<file path="src/rtl/ad9911_cfg_sequencer_if.sv">
// Command/handshake bundle between the AD9911 config sequencer and its environment.
// TR is a level request, and it only rises while the writer is idle. The writer
// accepts a request by lowering OVER. The request is then complete when OVER
// returns high, and only after that may the next TR be raised.
interface ad9911_cfg_sequencer_if;
  logic        START;
  logic [31:0] FREQ_WORD;
  logic [13:0] PHASE_WORD;
  logic [9:0]  AMP_WORD;
  logic        OVER;
  logic        TR;
  logic [7:0]  REG_ADDR;
  logic [31:0] DATA_IN;
  logic        BUSY;
  logic        INIT_DONE;
  logic        UPD_DONE;
  logic        ERR;

  modport master (
    input  START, FREQ_WORD, PHASE_WORD, AMP_WORD, OVER,
    output TR, REG_ADDR, DATA_IN, BUSY, INIT_DONE, UPD_DONE, ERR
  );

  modport slave (
    output START, FREQ_WORD, PHASE_WORD, AMP_WORD, OVER,
    input  TR, REG_ADDR, DATA_IN, BUSY, INIT_DONE, UPD_DONE, ERR
  );
endinterface

</file>
<file path="src/rtl/ad9911_cfg_sequencer.sv">
// AD9911 register write sequencer: static init writes after reset, then tuning
// updates (CTW0, CPOW0, ACR) on START, each paced on the serial writer's OVER flag.
module ad9911_cfg_sequencer #(
  parameter logic [7:0]  CSR_INIT = 8'h00,
  parameter logic [23:0] FR1_INIT = 24'hD00000,
  parameter logic [15:0] FR2_INIT = 16'h0000,
  parameter logic [23:0] CFR_INIT = 24'h000302,
  parameter int unsigned TIMEOUT  = 64
) (
  input  logic                   CLK,
  input  logic                   RESET_N,
  ad9911_cfg_sequencer_if.master bus,
  output logic [3:0]             state_dbg
);

  localparam int CW = $clog2(TIMEOUT) + 1;
  localparam logic [CW-1:0] CNT_LAST = CW'(TIMEOUT - 1);

  typedef enum logic [3:0] {
    S_BOOT  = 4'd0,
    S_CSR   = 4'd1,
    S_FR1   = 4'd2,
    S_FR2   = 4'd3,
    S_CFR   = 4'd4,
    S_READY = 4'd5,
    S_CTW   = 4'd6,
    S_POW   = 4'd7,
    S_ACR   = 4'd8
  } state_t;

  state_t        state, state_nx;
  logic          wait_q, wait_nx;
  logic [CW-1:0] cnt_q, cnt_nx;
  logic [31:0]   freq_q;
  logic [13:0]   phase_q;
  logic [9:0]    amp_q;
  logic          init_done_q, upd_done_q, err_q;
  logic          capture, init_set, upd_set, set_err;
  logic          is_write;

  assign is_write = !(state inside {S_BOOT, S_READY});

  always_ff @(posedge CLK or negedge RESET_N) begin
    if (!RESET_N) begin
      state       <= S_BOOT;
      wait_q      <= 1'b0;
      cnt_q       <= '0;
      freq_q      <= '0;
      phase_q     <= '0;
      amp_q       <= '0;
      init_done_q <= 1'b0;
      upd_done_q  <= 1'b0;
      err_q       <= 1'b0;
    end else begin
      state      <= state_nx;
      wait_q     <= wait_nx;
      cnt_q      <= cnt_nx;
      upd_done_q <= upd_set;
      if (capture) begin
        freq_q  <= bus.FREQ_WORD;
        phase_q <= bus.PHASE_WORD;
        amp_q   <= bus.AMP_WORD;
      end
      if (init_set) init_done_q <= 1'b1;
      if (set_err)  err_q       <= 1'b1;
    end
  end

  // wait_q selects the write sub-phase: 0 = request issued, 1 = transfer running.
  always_comb begin
    state_nx = state;
    wait_nx  = wait_q;
    cnt_nx   = cnt_q;
    capture  = 1'b0;
    init_set = 1'b0;
    upd_set  = 1'b0;
    set_err  = 1'b0;
    case (state)
      S_BOOT: state_nx = S_CSR;
      S_READY: begin
        if (bus.START) begin
          capture  = 1'b1;
          state_nx = S_CTW;
          wait_nx  = 1'b0;
          cnt_nx   = '0;
        end
      end
      default: begin
        if (!wait_q) begin
          if (!bus.OVER) begin
            wait_nx = 1'b1;
            cnt_nx  = '0;
          end else if (cnt_q == CNT_LAST) begin
            set_err  = 1'b1;
            state_nx = S_READY;
            cnt_nx   = '0;
          end else begin
            cnt_nx = cnt_q + 1'b1;
          end
        end else if (bus.OVER) begin
          wait_nx = 1'b0;
          case (state)
            S_CSR: state_nx = S_FR1;
            S_FR1: state_nx = S_FR2;
            S_FR2: state_nx = S_CFR;
            S_CFR: begin
              state_nx = S_READY;
              init_set = 1'b1;
            end
            S_CTW: state_nx = S_POW;
            S_POW: state_nx = S_ACR;
            S_ACR: begin
              state_nx = S_READY;
              upd_set  = 1'b1;
            end
            default: state_nx = S_READY;
          endcase
        end
      end
    endcase
  end

  // Address/data are decoded from the state so they are stable for the whole write.
  always_comb begin
    bus.REG_ADDR = 8'h00;
    bus.DATA_IN  = 32'h0;
    case (state)
      S_CSR: begin bus.REG_ADDR = 8'h00; bus.DATA_IN = {24'b0, CSR_INIT}; end
      S_FR1: begin bus.REG_ADDR = 8'h01; bus.DATA_IN = {8'b0, FR1_INIT};  end
      S_FR2: begin bus.REG_ADDR = 8'h02; bus.DATA_IN = {16'b0, FR2_INIT}; end
      S_CFR: begin bus.REG_ADDR = 8'h03; bus.DATA_IN = {8'b0, CFR_INIT};  end
      S_CTW: begin bus.REG_ADDR = 8'h04; bus.DATA_IN = freq_q;            end
      S_POW: begin bus.REG_ADDR = 8'h05; bus.DATA_IN = {18'b0, phase_q};  end
      S_ACR: begin bus.REG_ADDR = 8'h06; bus.DATA_IN = {19'b0, 1'b1, 2'b0, amp_q}; end
      default: ;
    endcase
  end

  assign bus.TR        = is_write && !wait_q;
  assign bus.BUSY      = (state != S_READY);
  assign bus.INIT_DONE = init_done_q;
  assign bus.UPD_DONE  = upd_done_q;
  assign bus.ERR       = err_q;
  assign state_dbg     = state;

endmodule

</file>
<file path="src/flat_wrapper.sv">
// flat-port wrapper written by rule: the top's interface ports become plain ports
module ad9911_cfg_sequencer_flat 
#(
  parameter logic [7:0]  CSR_INIT = 8'h00,
  parameter logic [23:0] FR1_INIT = 24'hD00000,
  parameter logic [15:0] FR2_INIT = 16'h0000,
  parameter logic [23:0] CFR_INIT = 24'h000302,
  parameter int unsigned TIMEOUT  = 64
)
  (CLK, RESET_N, state_dbg, bus_START, bus_FREQ_WORD, bus_PHASE_WORD, bus_AMP_WORD, bus_OVER, bus_TR, bus_REG_ADDR, bus_DATA_IN, bus_BUSY, bus_INIT_DONE, bus_UPD_DONE, bus_ERR);
  ad9911_cfg_sequencer_if bus_i ();
  input  logic CLK;
  input  logic RESET_N;
  output logic [3:0] state_dbg;
  input wire logic [$bits(bus_i.START)-1:0] bus_START;
  input wire logic [$bits(bus_i.FREQ_WORD)-1:0] bus_FREQ_WORD;
  input wire logic [$bits(bus_i.PHASE_WORD)-1:0] bus_PHASE_WORD;
  input wire logic [$bits(bus_i.AMP_WORD)-1:0] bus_AMP_WORD;
  input wire logic [$bits(bus_i.OVER)-1:0] bus_OVER;
  output wire logic [$bits(bus_i.TR)-1:0] bus_TR;
  output wire logic [$bits(bus_i.REG_ADDR)-1:0] bus_REG_ADDR;
  output wire logic [$bits(bus_i.DATA_IN)-1:0] bus_DATA_IN;
  output wire logic [$bits(bus_i.BUSY)-1:0] bus_BUSY;
  output wire logic [$bits(bus_i.INIT_DONE)-1:0] bus_INIT_DONE;
  output wire logic [$bits(bus_i.UPD_DONE)-1:0] bus_UPD_DONE;
  output wire logic [$bits(bus_i.ERR)-1:0] bus_ERR;
  assign bus_i.START = bus_START;
  assign bus_i.FREQ_WORD = bus_FREQ_WORD;
  assign bus_i.PHASE_WORD = bus_PHASE_WORD;
  assign bus_i.AMP_WORD = bus_AMP_WORD;
  assign bus_i.OVER = bus_OVER;
  assign bus_TR = bus_i.TR;
  assign bus_REG_ADDR = bus_i.REG_ADDR;
  assign bus_DATA_IN = bus_i.DATA_IN;
  assign bus_BUSY = bus_i.BUSY;
  assign bus_INIT_DONE = bus_i.INIT_DONE;
  assign bus_UPD_DONE = bus_i.UPD_DONE;
  assign bus_ERR = bus_i.ERR;
  ad9911_cfg_sequencer #(.CSR_INIT(CSR_INIT), .FR1_INIT(FR1_INIT), .FR2_INIT(FR2_INIT), .CFR_INIT(CFR_INIT), .TIMEOUT(TIMEOUT)) u_core (.CLK(CLK), .RESET_N(RESET_N), .bus(bus_i), .state_dbg(state_dbg));
endmodule
</file>
<file path="config.mk">
export PLATFORM = sky130hd
export DESIGN_NAME = ad9911_cfg_sequencer_flat
export DESIGN_NICKNAME = d
export VERILOG_FILES = /design/src/rtl/ad9911_cfg_sequencer_if.sv /design/src/rtl/ad9911_cfg_sequencer.sv /design/src/flat_wrapper.sv
export SDC_FILE = /design/constraint.sdc
export NUM_CORES = 1
export LEC_CHECK = 0
export BUFFER_PORTS_ARGS = -buffer_cell sky130_fd_sc_hd__buf_2
export CAP_MARGIN = 20
export CORE_AREA = 5 5 86 88
export CTS_CLUSTER_SIZE = 10
export DETAILED_ROUTE_END_ITERATION = 12
export DIE_AREA = 0 0 91 93
export PLACE_DENSITY_LB_ADDON = 0.08
export REMOVE_ABC_BUFFERS = 1
export SETUP_SLACK_MARGIN = 0.2
export SYNTH_ARGS = -nofsm -noshare
export SYNTH_HDL_FRONTEND = slang
export SYNTH_SLANG_ARGS = --single-unit
</file>
<file path="constraint.sdc">
create_clock -name CLK -period 4.61 [get_ports CLK]
set_input_delay 0.922 -clock CLK [delete_from_list [all_inputs] [get_ports CLK]]
set_output_delay 0.922 -clock CLK [all_outputs]
set_load 0.05 [all_outputs]
</file>
# [Yosys cells after proc, flatten, opt, wreduce, memory -nomap -nowiden]
# Cells that the tools add are included.
[totals] register_bits=71 word_cells=65 inputBits=60 out_inout_bits=49
[classes] n_eq_ne=12 reduce_logical=11 add_sub_neg=1 bitwise=1 muxes=31
[ops] operator="32-bit one-hot mux with 5 select lines" count=1
[ops] operator="7-bit two-way mux" count=4
[ops] operator="4-bit two-way mux" count=5
[ops] operator="4-bit one-hot mux with 5 select lines" count=1
[ops] operator="3-bit one-hot mux with 6 select lines" count=1
[ops] operator="4-bit by 3-bit == test with 1-bit output (second input constant)" count=4
[ops] operator="1-bit two-way mux" count=16
[ops] operator="7-bit one-hot mux with 2 select lines" count=1
[ops] operator="4-bit by 2-bit == test with 1-bit output (second input constant)" count=2
[ops] operator="4-bit one-hot mux with 2 select lines" count=1
[ops] operator="7-bit by 1-bit adder with 7-bit output (second input constant)" count=1
[ops] operator="7-bit by 6-bit == test with 1-bit output (second input constant)" count=1
[ops] operator="3-bit AND reduction" count=2
[ops] operator="4-bit by 1-bit == test with 1-bit output (second input constant)" count=1
[ops] operator="4-bit == test (second input constant)" count=1
[ops] operator="4-bit zero test" count=1
[ops] operator="2-bit inequality test (second input constant)" count=2
[ops] operator="4-bit by 3-bit inequality test with 1-bit output (second input constant)" count=1
[ops] operator="4-bit nonzero test" count=1
[ops] operator="3-bit nonzero test" count=1
[ops] operator="1-bit zero test" count=2
[ops] operator="1-bit one-hot mux with 2 select lines" count=1
[ops] operator="2-bit AND reduction" count=1
[ops] operator="2-bit nonzero test" count=1
[ops] operator="other kinds (3)" count=3

# [Logic depth before layout (Yosys ltp)]
[logic_depth] depth_word=5 depth_mapped=7 depth_no_buf=6

# [Least setup slack after synthesis]
# OpenSTA, ideal clock, no wires.
[synth_timing] kind="register to output" from="register u_core.state[0], in the netlist u_core.state_dbg[0]" to="output bus_REG_ADDR[1]" arrival_ns=2.405 slack_ns=1.283 path_stages_with_launch=5 cell_sequence="dfrtp_1 > buf_2 > clkbuf_1 > nand2_1 > o31ai_1"
[synth_via] elab_chain_cells=2 elab_cells_between_ends=7 classes_between="6 x eq/ne; 1 x mux"
[synth_rtl] element="start, declared" line="ad9911_cfg_sequencer.sv:31" source="state_t state, state_nx;"
[synth_rtl] element="start signal, assigned" line="ad9911_cfg_sequencer.sv:55" source="state <= state_nx;"
[synth_rtl] element="4-bit == test (tied with other cells)" line="ad9911_cfg_sequencer.sv:127" source="case (state)"
[synth_rtl] element="3-bit one-hot mux with 6 select lines (*)" line="ad9911_cfg_sequencer.sv:127"
[synth_rtl] element="end, declared" line="flat_wrapper.sv:21" source="output wire logic [$bits(bus_i.REG_ADDR)-1:0] bus_REG_ADDR;"
# Mark *: on every way between the ends. The rest lies on a longest branch, timed or not.

# [Worst setup path after layout]
[layout_timing] from="register u_core.state[2], in the netlist u_core.state_dbg[2]" to="output bus_DATA_IN[1]"
[layout_via] elab_chain_cells=2 elab_cells_between_ends=6 classes_between="5 x eq/ne; 1 x mux"
[layout_rtl] element="4-bit == test (tied with other cells)" line="ad9911_cfg_sequencer.sv:127"
[layout_rtl] element="32-bit one-hot mux with 5 select lines (*)" line="ad9911_cfg_sequencer.sv:127"
[layout_rtl] element="end, declared" line="flat_wrapper.sv:22" source="output wire logic [$bits(bus_i.DATA_IN)-1:0] bus_DATA_IN;"
# Marks and branches as above.

==> results.md <==
- CORE AREA: 6570 um^2
- Initial core utilization: 52.3%
- Ant diodes: 0
- Post-CTS setup buffers: 0
- DR pass1 iterations: 5
- Die area: 8460 um^2
- Post_cts resized: 0
- Post-route setup TNS: 0 ps
- RR Endpoint: u_core.phase_q[7]
- Gr usage total: 18.0%
- Reg2reg start: u_core.state_dbg[2]
- Die Y: 93 um
- Vias in the first global route: 2622
- Final setup vio count: 0
- DP HPWL: 5060 um
- Hold Path Origin: u_core.bus.ERR
- Vias per cell: 5.29
- Max stage delay cell, worst path: dfrtp_1
- Total clock buffers created by CTS: 9
- Hold slack: 464 ps
- CTS HTree Levels: 3
- Die W: 91 um
- Tcrit/Tclk final: 80.8%
- Peak supply drop: 0.572 mV
- Sink Count: 71
- Buf+Inv Stages, Crit Path: 1
- Status: completed
- Delay-heaviest family, CP: simple AND/OR/NAND/NOR gates
- Clock Path Buffers: 2
- Design Power: 3.43 mW
- Mean Syn Cell Area: 11.6 um^2
- Setup crit start kind: register
- DRT iter0 DRCs: 126
- FF+latch area: 1780 um^2
- Tmin final: 3720 ps
- Routed via count: 2524
- Critical Path RT: 3690 ps
- IO Pins: 109
- Worst-Margin Slew: 889 ps
- Final Max Slew Viols: 0
- CP startpoint: u_core.state_dbg[2]
- Grt total ovfl: 0
- Critical path type: register to primary output
- Warnings, synthesis: 0
- Cell Area, Synth: 3430 um^2
- Yosys reg bits: 71
- Max Cap Viol: 0
- Sequential share of the synthesized area: 51.7%
- Latest clock arrival within the worst-skew pair: 340 ps
- Post-route ant nets: 0
- RSZ-0062 raised after global routing: false
- Hold Buf Count CTS: 0
- Worst Hold Depth: 1
- # nets final: 453
- WL per Instance: 15.2 um
- Worst Hold Class: register to register
- Synth unique cells: 45
- Root Buffer: clkbuf_8
- Async SR Flop Fraction: 100%
- Layout cells sized above 1: 46.3%
- R2R setup slack: 2290 ps
- R2r worst-path depth: 4
- Area occupied by multi-input gates: 1470 um^2
- Critical-path cell list: nor2b_2 -> and3_1 -> nand2_1 -> o21ai_0 -> buf_2
- Final-report hold violation count: 0
- Antenna violations before repair: 0
- Worst-path clk slew: 70 ps
- CTS tree: done
- Slew margin rel.: 40.8%
- Cell Rows: 30
- Highest clock rate: 269 MHz
- Routability congestion estimate: 0.814
- # fillers: 564
- PwrDens: 825 nW/um^2
- Setup Skew: 4.34 ps
- CP arrival: 2800 ps
- Post-Route WL: 7270 um
- DR DRC count: 0
- Synth Flop Type: dfrtp_1
- Global-route wire length before repair: 12300 um
- End of the worst hold path: u_core.bus.ERR
- Area grow syn2layout: 21.1%
- Leakage Power: 2.09 nW
- Post-synth EDFFs: 0
- Buffers on Ports: 103
- Post-Synthesis Cells: 297
- Largest net degree at the start of global routing: 72
- Crit Path Max Fanout: 22
- Worst path max stage delay: 780 ps
- CP Capture Type: primary output
[how the worst max path moves through the flow]
stage / to / slack (ps) / depth (start not counted)
after floorplan: u_core.amp_q[0] / 650 / 3
after global placement: bus_DATA_IN[1] / 1330 / 5
after detailed placement: bus_DATA_IN[1] / 1270 / 5
after CTS: bus_DATA_IN[1] / 880 / 5
after global routing: bus_DATA_IN[1] / 590 / 5
final: bus_DATA_IN[1] / 890 / 5
[state kept, by name, indices dropped and copies added (netlist names)]
| signal | cells |
|---|---|
| u_core.bus.UPD_DONE | 1 |
| u_core.wait_q | 1 |
| u_core.bus.INIT_DONE | 1 |
| u_core.phase_q | 14 |
| u_core.bus.ERR | 1 |
| u_core.cnt_q | 7 |
| u_core.state_dbg | 4 |
| u_core.freq_q | 32 |
| u_core.amp_q | 10 |
[layer usage]
layer | wire length [um] | track usage [%] | vias to the layer above
met5 | 0 | 0 | -
met4 | 138 | 8.19 | 0
met3 | 621 | 6.44 | 12
met2 | 3510 | 27.7 | 79
met1 | 3000 | 22.8 | 1207
li1 | - | - | 1226
[cell usage after synthesis (2+ instances only)]
| cell | n | share of area [%] |
|---|---|---|
| dfrtp_1 | 71 | 52 |
| mux2_2 | 57 | 19 |
| inv_1 | 17 | 1.9 |
| nand2_1 | 17 | 1.9 |
| and2_1 | 16 | 2.9 |
| o21ai_0 | 12 | 1.7 |
| a21oi_1 | 11 | 1.6 |
| nor2_1 | 11 | 1.2 |
| buf_4 | 10 | 2.2 |
| clkbuf_1 | 8 | 0.87 |
| a222oi_1 | 7 | 2.0 |
| buf_2 | 6 | 0.87 |
| and3_1 | 5 | 0.91 |
| nand3_1 | 5 | 0.73 |
| a22o_1 | 3 | 0.77 |
| o22ai_1 | 3 | 0.55 |
| o31ai_1 | 3 | 0.66 |
| a221o_1 | 2 | 0.58 |
| mux2_4 | 2 | 0.87 |
| mux2i_1 | 2 | 0.58 |
| nand2b_1 | 2 | 0.36 |
| nand4_1 | 2 | 0.36 |
| nor2b_1 | 2 | 0.36 |
| nor3_1 | 2 | 0.29 |
[stage by stage]
stage          setup WS [ps]  area, um^2  std cells  utilization, %
6_report                 886        4160        477            63.3
5_1_grt                  594        4160        477            63.3
4_1_cts                  880        4160        477            63.3
3_5_place_dp            1270        3940        461            60.0
3_3_place_gp            1330        3940        461            60.0
2_1_floorplan            647        3310        276               -
[where the power goes]
group | switching (mW) | total [mW] | internal [mW]
Sequential | 0.222 | 1.13 | 0.910
Combinational | 1.11 | 1.76 | 0.651
Clock | 0.229 | 0.535 | 0.306
Total | 1.56 | 3.43 | 1.87
[final cells by class]
class,instances,share of cell area (%)
Tap cell,80,2.41
Timing Repair Buffer,105,12.8
Inverter,17,1.53
Multi-Input combinational cell,188,35.4
Sequential cell,71,42.7
Clock buffer,11,3.16
Clock inverter,5,1.99
[cell usage in the layout (no fill, tap or decap), types with 5 or more instances in the layout]
| master | count |
|---|---|
| a21oi_1 | 11 |
| clkbuf_8 | 9 |
| o21ai_0 | 12 |
| dfrtp_1 | 71 |
| a222oi_1 | 7 |
| buf_2 | 102 |
| nand3_1 | 5 |
| nor2_1 | 11 |
| and2_1 | 16 |
| nand2_1 | 17 |
| mux2_2 | 57 |
| and3_1 | 5 |
| inv_1 | 17 |
| conb_1 | 5 |
[cells by family after synthesis]
family / synth area share [%]
flip-flops: 51.7
AND/OR/NAND/NOR: 10.5
multiplexers: 20.1
AO/OA/AOI/OAI: 10.7
buffers and inverters: 5.90
adder cells (fa/ha/maj): 0.656
other: 0.109
XOR/XNOR: 0.255
Power figures use the tool's default switching activity.
